### config.mk
export PLATFORM = sky130hd
export DESIGN_NAME = id_hazard_ctrl
export DESIGN_NICKNAME = d
export VERILOG_FILES = /design/src/rtl/id_hazard_ctrl.sv
export SDC_FILE = /design/constraint.sdc
export NUM_CORES = 1
export LEC_CHECK = 0
export BUFFER_PORTS_ARGS = -buffer_cell sky130_fd_sc_hd__buf_4
export CAP_MARGIN = 20
export CORE_ASPECT_RATIO = 0.8
export CORE_MARGIN = 3
export CORE_UTILIZATION = 35
export DETAILED_ROUTE_END_ITERATION = 10
export MAX_ROUTING_LAYER = met4
export PLACE_DENSITY = 0.92
export SLEW_MARGIN = 20
export SYNTH_ARGS = -nofsm -noshare
export SYNTH_HDL_FRONTEND = slang
export SYNTH_SLANG_ARGS = --single-unit
### constraint.sdc
create_clock -name clk_i -period 4 [get_ports clk_i]
set_input_delay 0.2 -clock clk_i [delete_from_list [all_inputs] [get_ports clk_i]]
set_output_delay 0.2 -clock clk_i [all_outputs]
set_load 0.05 [all_outputs]
### src/rtl/id_hazard_ctrl.sv
`default_nettype none
// +-----------------------------------------------------------------------------+
// | id_hazard_ctrl : ID-stage load-use stall / branch flush control.            |
// |   Optional HAZ_PERF_CNT_EN adds saturating stall/flush counters.            |
// | Revision: 1.0                                                               |
// +-----------------------------------------------------------------------------+
module id_hazard_ctrl #(
  parameter int LOAD_STALL_CYCLES = 1,
  parameter int PERF_W            = 32
) (
  input  logic              clk_i,
  input  logic              rst_i,
  input  logic [31:0]       ifid_instr_i,
  input  logic              idex_memread_i,
  input  logic [4:0]        idex_rt_i,
  input  logic              branch_taken_i,
  output logic              pc_write_o,
  output logic              ifid_write_o,
  output logic              idex_bubble_o,
  output logic              ifid_flush_o,
  output logic              stalling_o,
  output logic [PERF_W-1:0] stall_cnt_o,
  output logic [PERF_W-1:0] flush_cnt_o
);

  localparam logic [5:0] c_OP_RTYPE = 6'h00;
  localparam logic [5:0] c_OP_J     = 6'h02;
  localparam logic [5:0] c_OP_BEQ   = 6'h04;
  localparam logic [5:0] c_OP_SW    = 6'h2B;
  localparam logic [2:0] c_STALL_INIT = 3'(LOAD_STALL_CYCLES - 1);
  localparam bit         c_MULTI      = (LOAD_STALL_CYCLES > 1);

  typedef enum logic [0:0] {
    S_RUN   = 1'b0,
    S_STALL = 1'b1
  } state_t;

  if ((LOAD_STALL_CYCLES < 1) || (LOAD_STALL_CYCLES > 7)) begin : g_bad_cfg
    $error("id_hazard_ctrl: LOAD_STALL_CYCLES=%0d outside 1..7", LOAD_STALL_CYCLES);
  end

  state_t     r_state;
  state_t     w_state_nxt;
  logic [2:0] r_cnt;
  logic [2:0] w_cnt_nxt;

  logic [5:0] w_opcode;
  logic [4:0] w_rs;
  logic [4:0] w_rt;
  logic       w_uses_rs;
  logic       w_uses_rt;
  logic       w_hazard;
  logic [15:0] w_unused_imm;

  assign w_opcode     = ifid_instr_i[31:26];
  assign w_rs         = ifid_instr_i[25:21];
  assign w_rt         = ifid_instr_i[20:16];
  assign w_unused_imm = ifid_instr_i[15:0];

  assign w_uses_rs = (w_opcode != c_OP_J);
  assign w_uses_rt = (w_opcode == c_OP_RTYPE) || (w_opcode == c_OP_SW) ||
                     (w_opcode == c_OP_BEQ);
  // $0 is hard-wired, so a load targeting it can never create a dependency
  assign w_hazard  = idex_memread_i && (idex_rt_i != 5'd0) &&
                     ((w_uses_rs && (w_rs == idex_rt_i)) ||
                      (w_uses_rt && (w_rt == idex_rt_i)));

  always_comb begin
    w_state_nxt   = r_state;
    w_cnt_nxt     = r_cnt;
    pc_write_o    = 1'b1;
    ifid_write_o  = 1'b1;
    idex_bubble_o = 1'b0;
    ifid_flush_o  = 1'b0;
    stalling_o    = 1'b0;
    if (!rst_i) begin
      case (r_state)
        S_RUN: begin
          // Stall beats flush: the branch compared stale operands this cycle
          if (w_hazard) begin
            pc_write_o    = 1'b0;
            ifid_write_o  = 1'b0;
            idex_bubble_o = 1'b1;
            if (c_MULTI) begin
              w_state_nxt = S_STALL;
              w_cnt_nxt   = c_STALL_INIT;
            end
          end else if (branch_taken_i) begin
            ifid_flush_o = 1'b1;
          end
        end
        S_STALL: begin
          pc_write_o    = 1'b0;
          ifid_write_o  = 1'b0;
          idex_bubble_o = 1'b1;
          stalling_o    = 1'b1;
          w_cnt_nxt     = r_cnt - 3'd1;
          if (r_cnt <= 3'd1) begin
            w_state_nxt = S_RUN;
          end
        end
        default: begin
          w_state_nxt = S_RUN;
          w_cnt_nxt   = 3'd0;
        end
      endcase
    end
  end

  always_ff @(posedge clk_i) begin
    if (rst_i) begin
      r_state <= S_RUN;
      r_cnt   <= 3'd0;
    end else begin
      r_state <= w_state_nxt;
      r_cnt   <= w_cnt_nxt;
    end
  end

`ifdef HAZ_PERF_CNT_EN
  logic [PERF_W-1:0] r_stall_cnt;
  logic [PERF_W-1:0] r_flush_cnt;

  always_ff @(posedge clk_i) begin
    if (rst_i) begin
      r_stall_cnt <= '0;
      r_flush_cnt <= '0;
    end else begin
      if (idex_bubble_o && (r_stall_cnt != '1)) begin
        r_stall_cnt <= r_stall_cnt + PERF_W'(1);
      end
      if (ifid_flush_o && (r_flush_cnt != '1)) begin
        r_flush_cnt <= r_flush_cnt + PERF_W'(1);
      end
    end
  end

  assign stall_cnt_o = r_stall_cnt;
  assign flush_cnt_o = r_flush_cnt;
`else
  assign stall_cnt_o = '0;
  assign flush_cnt_o = '0;
`endif

endmodule
`default_nettype wire

# Yosys cells after proc, flatten, opt, wreduce, memory -nomap -nowiden
# Index checks and enable logic that the tools add are counted.
# totals
ff_bits	4
input_bits	41
output_inout_bits	69
elab_cells	33
# classes
n_addsub	1
order_cmp	1
eq_ne	5
n_mux	13
n_bitwise	1
reduce_logical	10
# ops
operator	n
2-to-1 mux 1 bit	11
== test 5 bit	2
== test 6 x 3 -> 1 bit (second input constant)	1
== test 6 bit (second input constant)	1
zero test 6 bit	1
!= test 6 x 2 -> 1 bit (second input constant)	1
nonzero test 5 bit	1
logical AND 1 bit	4
case mux 1 bit (2 select lines)	2
less-or-equal comparator 3 x 1 -> 1 bit (second input constant)	1
logical OR 1 bit	3
subtractor 3 x 1 -> 3 bit (second input constant)	1
OR reduction 2 bit	1
inverter 1 bit	1

# Depth between registers and ports, before layout
# Gate-level depths: netlist of the first run.
# logic_depth
depth_word	9
ltp_mapped	5
depth_no_buf	5

# Worst setup path after synthesis of the first run
# No wires, ideal clock.
# synth_timing
kind	input to output
from	input idex_rt_i[1]
to	output pc_write_o
arrival_time_ns	2.703
required_ns	3.800
slack_ns	1.097
stages	5
n_path_buf	1
path_cell_list	or4_4 > o21ai_2 > and4b_4 > o31ai_1 > buf_4
# synth_between
elab_chain_cells	7
elab_cells_between_ends	11
cone_classes	eq/ne (2); mux (3); reduce/logical (6)
# synth_rtl
item	line_no	source
start: declaration	15	input logic [4:0] idex_rt_i,
== test 5 bit, on equally long branches	65, 66	
logical AND 1 bit, on equally long branches	65, 66	
logical OR 1 bit	65	((w_uses_rs && (w_rs == idex_rt_i)) ||
logical AND 1 bit (*)	64	assign w_hazard = idex_memread_i && (idex_rt_i != 5'd0) &&
2-to-1 mux 1 bit (*)	n/a	
case mux 1 bit (2 select lines) (*)	n/a	
2-to-1 mux 1 bit (*)	n/a	
end: declaration	17	output logic pc_write_o,
# Every way passes the cells marked *; elsewhere a longest branch is shown, timed or not.

# Final worst setup path of the first run
# layout_timing
from	input idex_rt_i[1]
to	output pc_write_o
# layout_between
elab_chain_cells	7
elab_cells_between_ends	11
cone_classes	eq/ne (2); mux (3); reduce/logical (6)
# layout_rtl
item	line_no	source
== test 5 bit, on equally long branches	65, 66	
logical AND 1 bit, on equally long branches	65, 66	
logical OR 1 bit	65	
logical AND 1 bit (*)	64	
2-to-1 mux 1 bit (*)	80	if (w_hazard) begin
case mux 1 bit (2 select lines) (*)	77	case (r_state)
2-to-1 mux 1 bit (*)	76	if (!rst_i) begin
# Marks and branches as above.

==> results of run 1 <==
per-stage QoR:
step | setup slack (ns) | power [mW] | hold slack, ns
after floorplan | 1.10 | 0.236 | 0.272
after global placement | 1.98 | 0.211 | 0.408
after detailed placement | 1.99 | 0.212 | 0.413
after CTS | 1.99 | 0.265 | 0.167
after global routing | 1.90 | 0.277 | 0.170
final | 2.02 | 0.265 | 0.169
cells in the mapped netlist:
library cell / number / area, um^2
a211oi_1: 1 / 7.51
a21oi_1: 1 / 5.00
and4b_4: 1 / 13.8
buf_4: 65 / 488
clkbuf_1: 1 / 3.75
conb_1: 1 / 3.75
dfxtp_1: 4 / 80.1
ha_1: 2 / 25.0
inv_1: 3 / 11.3
nand2_1: 2 / 7.51
nand2b_1: 1 / 6.26
nand3_1: 2 / 10.0
nor2_1: 5 / 18.8
nor2b_1: 1 / 6.26
nor3_1: 2 / 10.0
nor4_1: 1 / 6.26
o21a_1: 1 / 7.51
o21ai_2: 1 / 8.76
o22ai_1: 1 / 6.26
o311ai_0: 1 / 8.76
o31a_1: 1 / 8.76
o31ai_1: 1 / 7.51
or3_1: 1 / 6.26
or4_4: 1 / 11.3
xnor2_1: 6 / 52.6
xor2_1: 6 / 52.6
area by class of cell:
type	count	area, um^2	share of cell area, %
multi-input cells	103	527	59.2
repair buffers	29	218	24.5
flip-flops and latches	4	80.1	9.00
well taps	25	31.3	3.52
clock buffers	3	22.5	2.53
inverters	3	11.3	1.27
layer usage:
layer / part of all wire (%) / GRT usage, % / vias to the layer above / wire length, um
li1: - / - / 292 / -
met1: 32 / 8.91 / 257 / 456
met2: 58 / 12.9 / 43 / 827
met3: 9.7 / 0 / 2 / 139
met4: 0.77 / 4.24 / 0 / 11
met5: 0 / - / - / 0
flip-flops by register name (all words and copies together), names as in the netlist:
register  count
r_cnt         3
r_state       1
power breakdown:
part | switching [mW] | leakage, nW | total [mW] | internal [mW]
sequential | 0.0000000000000000482 | 0.0322 | 0.0400 | 0.0400
clock | 0.0184 | 0.0138 | 0.0521 | 0.0337
combinational | 0.148 | 0.447 | 0.172 | 0.0245
cells by family after synthesis:
group	Yosys count
buffers and inverters	69
AND/OR/NAND/NOR	17
XOR/XNOR	12
AO/OA/AOI/OAI	8
flip-flops	4
adder cells (fa/ha/maj)	2
other	1
worst max-delay path by stage:
stage	from	endpoint	depth (start not counted)
floorplan	idex_rt_i[1]	pc_write_o	5
global placement	idex_rt_i[1]	ifid_write_o	6
finish	idex_rt_i[1]	pc_write_o	6
detailed placement	idex_rt_i[1]	pc_write_o	6
CTS	idex_rt_i[1]	pc_write_o	6
global route	ifid_instr_i[26]	pc_write_o	6
==> metrics list, run 1 <==
- Hold WC Path Type: input port to flop
- Vias in the first global route: 429
- The portion of synthesized area spent on multiplexers is 0%.
* Final count of negative-setup-slack endpoints: 0
* Placed inst area: 867 um^2
- In this run the critical register-to-register path is captured at r_cnt[2]$_SDFFE_PP0P_.
- Run status: complete, no violations
- After synthesis, the largest family of logic cells by area is buffers and inverters.
* Die Y: 50.7 um
- Proportion of synthesized chip area in sequential cells: 9.17%
- Post-Synthesis Mean Instance Area: 7.73 um^2
- For this run, the slowest stage of the critical path takes 0.52 ns.
- Detailed placement finished with a half-perimeter wire length of 1.30 mm.
- Category of the most critical setup path: input port to output pin
- Reg2Reg Launch Point: r_cnt[0]$_SDFFE_PP0P_
* Via-to-Cell Ratio: 3.56
- Max clock buf depth: 2
* Pwr Density: just under 300 nW/um^2
- Entering global routing, the biggest net connects 9 pins.
- Count of buffer and inverter cells on the critical path: 2
* 1st-pass router iterations: 4
- Cell with the most instances on the worst path: buf_4
- The cell sitting at the root of the clock tree is a clkbuf_4.
- Count of unresolved DRC violations after routing: 0
- Post-route ant nets: 0
- Routability-driven placement finished with a final weighted congestion of 0.702.
* Synthesized-area fraction occupied by ao, oa, aoi and oai cells: 6.88%
- Arithmetic-cell share of the synthesized area counting full adders, half adders and majority gates: approximately 2.9%
- First-pass GRT wire length: 1.75 mm
* Layout cells sized above 1: 24.6%
- Derived from the worst setup path, the maximum achievable clock frequency is 0.504 GHz.
- In this run the cell area of the synthesized design comes to approximately 870 um^2.
- The repair_antennas step left the layout with diodes totalling 0.
* Final WL: between 1 and 1.5 mm
- STA puts the critical path data arrival time at 1.78 ns.
- Synthesis produced a netlist whose cell count is 113.
* Post-CTS sizing: 0
* Worst clock skew on the final layout: 0.00433 ns
* Number of antenna violations at the first check in global routing: 0
- Once the clock tree was built, the setup fixing pass inserted 0 buffers.
- Setup slack on the worst flop-to-flop path: approximately 3 ns
* Effective utilization at floorplan: 38.8%
- Traced cell by cell, the critical path runs through buf_4, or4_4, o21ai_2, and4b_4, o31ai_1, buf_4.
- Num CTS Buffers: 3
* Clock sink count: 4
* Full die area: 3130 um^2
- Max-cap violation count: 0
- The cell family contributing the most delay on the critical path is simple AND/OR/NAND/NOR gates.
- After floorplanning, the core was divided into 15 placement rows.
- The library cells used most frequently in the layout, excluding fill and tap cells, are 64 x conb_1, 29 x buf_4, 6 x xor2_1, 6 x xnor2_1, 5 x nor2_1.
- In the final routed layout, each cell accounts on average for 8.59 um.
- Count of nets after finishing: 187
- Final design instance area without fill: 890 um^2
- Most common cell after layout, fill and taps aside: conb_1
- For this run, the total global-route usage over all layers was measured as 7.60%.
- Including well taps, the total number of placed cells is 164.
- Clock-pin slew was measured on the worst setup and hold paths at around 0.040 ns.
* Number of distinct library cells after synthesis: 26
- Layout Area Growth over Synthesis: 1.86%
- Worst path slowest cell: or4_4
- Leakage: around 0.5 nW
* Biggest fanout along the worst timing path: 3
- Top-level port count: 110
- Util after Layout: 39.5%
* Setup repair after global routing missed its margin: false
- The worst register-to-register path has a depth of 5.
- Horizontal die dimension: 61.9 um
- TritonCTS clock tree: done
* TNS Setup: 0 ns
- The worst path uses 49.6% of the clock period.
* Worst Path Required: 3.80 ns
* Hold Buf Count CTS: 0
- H-tree Lvls: 1
* Max-slew violation total from the final report: 0
- STA classifies the critical path endpoint as an output pin.
- For this run the aggregate overflow at the end of global routing stands at 0.
* Filler cell count: approximately 230
- Of the total synthesized cell area, the portion taken by AND, OR, NAND and NOR gates is 11.0%.
- Non-filler instance count after layout: around 170
- Post-synthesis share of cell area spent on xor and xnor gates: 12.0%
* Destination of the worst hold path: r_cnt[2]$_SDFFE_PP0P_
- Routed vias: 594
* Drt initial violations: 6
* Final hold viol count: 0
- During synthesis, Yosys emitted a total of 0 warnings.
- Core area: 2250 um^2
- After synthesis the netlist holds a flip-flop and latch count of 4.
- Launching element type of the critical path: input port
- During placement, the flow inserted port buffers numbering 29.
- The worst hold path begins at rst_i.
- The clock period could shrink to between 1.5 and 2 ns.
- Worst hold stages: 2
- Peak VDD IR: 0.0000864 V
- Clock latency at the later pin of the worst-skew pair: ~0.24 ns
No activity file was read; power rests on OpenSTA's default activity.
==> run 2: changes to the inputs <==
Settings changed: CORE_UTILIZATION 35 to 32, PLACE_DENSITY 0.92 to 0.85.
Clock period 4 ns to 1.9 ns, I/O delays scaled along.
==> metrics list, run 2 (same netlist as run 1, synthesis figures left out) <==
* Post-CTS sizing: 0
- Top-level port count: 110
- Cells fill 36.6% of the core in the end.
- After detailed routing, the number of remaining DRC violations is 0.
* Pwr Density: 595 nW/um^2
* Power after layout: 0.549 mW
- Global placement routability congestion: 0.732
* Clock root buffer: clkbuf_4
* Layout cells sized above 1: 26.1%
- From synthesis to final layout, the design area changed by 5.59%.
* Min Hold Slack: ~0.075 ns
* Max clock buf depth: 2
- Static timing analysis puts the maximum clock frequency at 0.590 GHz.
- The hold violation total from the final report was 0.
- Number of antenna violations at the first check in global routing: 0
- Max-cap violation count: 0
- After detailed placement, the design holds a cell count of 175.
- The worst path uses 89.1% of the clock period.
- STA classifies the critical path startpoint as an input port.
* Post-route ant nets: 0
- TritonCTS built the clock tree.
- 1st-pass router iterations: 4
* Slew at the pin closest to its max-slew limit: 0.579 ns
- Data on the critical path arrives at its endpoint at 1.60 ns.
- In the final routed layout, each cell accounts on average for 8.26 um.
- Register clock-pin slew on the reported worst setup and hold paths: 0.03 ns
- The critical path is of the input port to output pin type.
- Detailed placer's ending HPWL: 1.40 mm
* Count of buffer and inverter cells on the critical path: 2
- Worst clock skew on the final layout: between 0.001 and 0.0015 ns
* Final WL: 1.47 mm
- The worst hold path belongs to the class input port to flop.
- After clock tree synthesis, the flow added hold-fix buffers numbering 0.
- On the worst path, the slowest cell contributes a delay of 0.53 ns.
- Clock sink count: 4
- The library cells used most frequently in the layout, excluding fill and tap cells, are 64 x conb_1, 29 x buf_4, 6 x xor2_1, 6 x xnor2_1, 5 x nor2_1.
* Cell-by-cell listing of the critical path: buf_4, or4_4, o21ai_2, and4b_4, o31a_1, buf_4
- Non-filler instance count after layout: 178
* First-pass GRT wire length: 1.99 mm
- Post-CTS Setup Bufs: 0
- The worst setup path is captured at an output pin.
- Slew HR: 61.1%
- The floorplan has 16 rows.
* Number of antenna diodes: 0
- For this run the aggregate overflow at the end of global routing stands at 0.
- Peak VDD IR: 0.000350 V
- Cell with the most instances on the worst path: buf_4
- Reg with most FFs: r_cnt
* Core area: 2520 um^2
* Worst path slowest cell: or4_4
- Vias in the first global route: 473
* Largest register FFs: 3
* Most common cell after layout, fill and taps aside: conb_1
- Setup repair after global routing missed its margin: false
- Leakage: 0.496 nW
- Cell type group with the largest total delay on the critical path: simple AND/OR/NAND/NOR gates
- Biggest fanout along the worst timing path: 3
* Clock latency at the later pin of the worst-skew pair: 0.23 ns
- Via-to-Cell Ratio: 3.30
* Time the final worst path needs with I/O delays and setup: 1.69 ns
- The floorplan step defined a die boundary enclosing approximately 3400 um^2.
* Num CTS Buffers: 3
- Count of nets after finishing: roughly 190
- Drt initial violations: 4
- During placement, the flow inserted port buffers numbering 29.
- Largest net degree at the start of global routing: 9
* Run status: complete, no violations
- Global routing used 7.65% of the available tracks.
* Worst Path Required: 1.80 ns
- Counting instances, the worst hold path has a depth of 2.
- The initial utilization of the core area, before any placement, comes to 34.6%.
- The die is 52.7 um tall.
- The number of cells on the worst reg-to-reg path is 3.
- Worst path depth: 6
* Final count of negative-setup-slack endpoints: 0
- Routed vias: around 600
- The largest registers in the layout are r_cnt: 3 flops, r_state: 1 flops.
- CTS built an H-tree with a depth of 1.
- The max-slew violation count is 0.
- The die is 64.4 um wide.
==> run 2: cell counts in the layout (fill, tap and decap cells not counted) <==
Identical to the previous run, type by type.
==> run 2: path summary, 6_finish.rpt <==
kind,slack [ns],endpoint,startpoint
min,0.07,r_cnt[0]$_SDFFE_PP0P_,rst_i
max reg2reg,0.85,r_cnt[1]$_SDFFE_PP0P_,r_cnt[0]$_SDFFE_PP0P_
max,0.21,idex_bubble_o,idex_rt_i[1]
min reg2reg,0.49,r_cnt[1]$_SDFFE_PP0P_,r_cnt[1]$_SDFFE_PP0P_
==> run 2: metal layers <==
| layer | GRT usage, % | vias up | part of all wire [%] |
|---|---|---|---|
| met2 | 14.2 | 37 | 58 |
| li1 | - | 293 | - |
| met3 | 2.36 | 0 | 12 |
| met1 | 7.92 | 257 | 29 |
| met5 | - | - | 0 |
| met4 | 2.11 | 0 | 0 |
==> run 2: layout make-up <==
class	count	area, um^2
fill	280	1600
multi-input combinational	103	546
timing repair buffer	29	218
sequential	4	80.1
tap	36	45.0
clock buffer	3	22.5
inverter	3	11.3
==> run 2: where the power goes <==
| part | leakage, nW | internal, mW | total, mW | switching, mW |
|---|---|---|---|---|
| clock | 0.0138 | 0.0703 | 0.0996 | 0.0293 |
| sequential | 0.0322 | 0.0845 | 0.0845 | 0.000000000000000111 |
| combinational | 0.450 | 0.0521 | 0.365 | 0.312 |
| total | 0.496 | 0.207 | 0.549 | 0.342 |
==> run 2: per-stage QoR <==
step,area (um^2),worst slack [ns],setup TNS (ns)
floorplan,1130,-0.00965,-0.00965
global placement,900,0.184,0
detailed placement,900,0.187,0
CTS,922,0.181,0
global route,922,0.123,0
finish,922,0.206,0
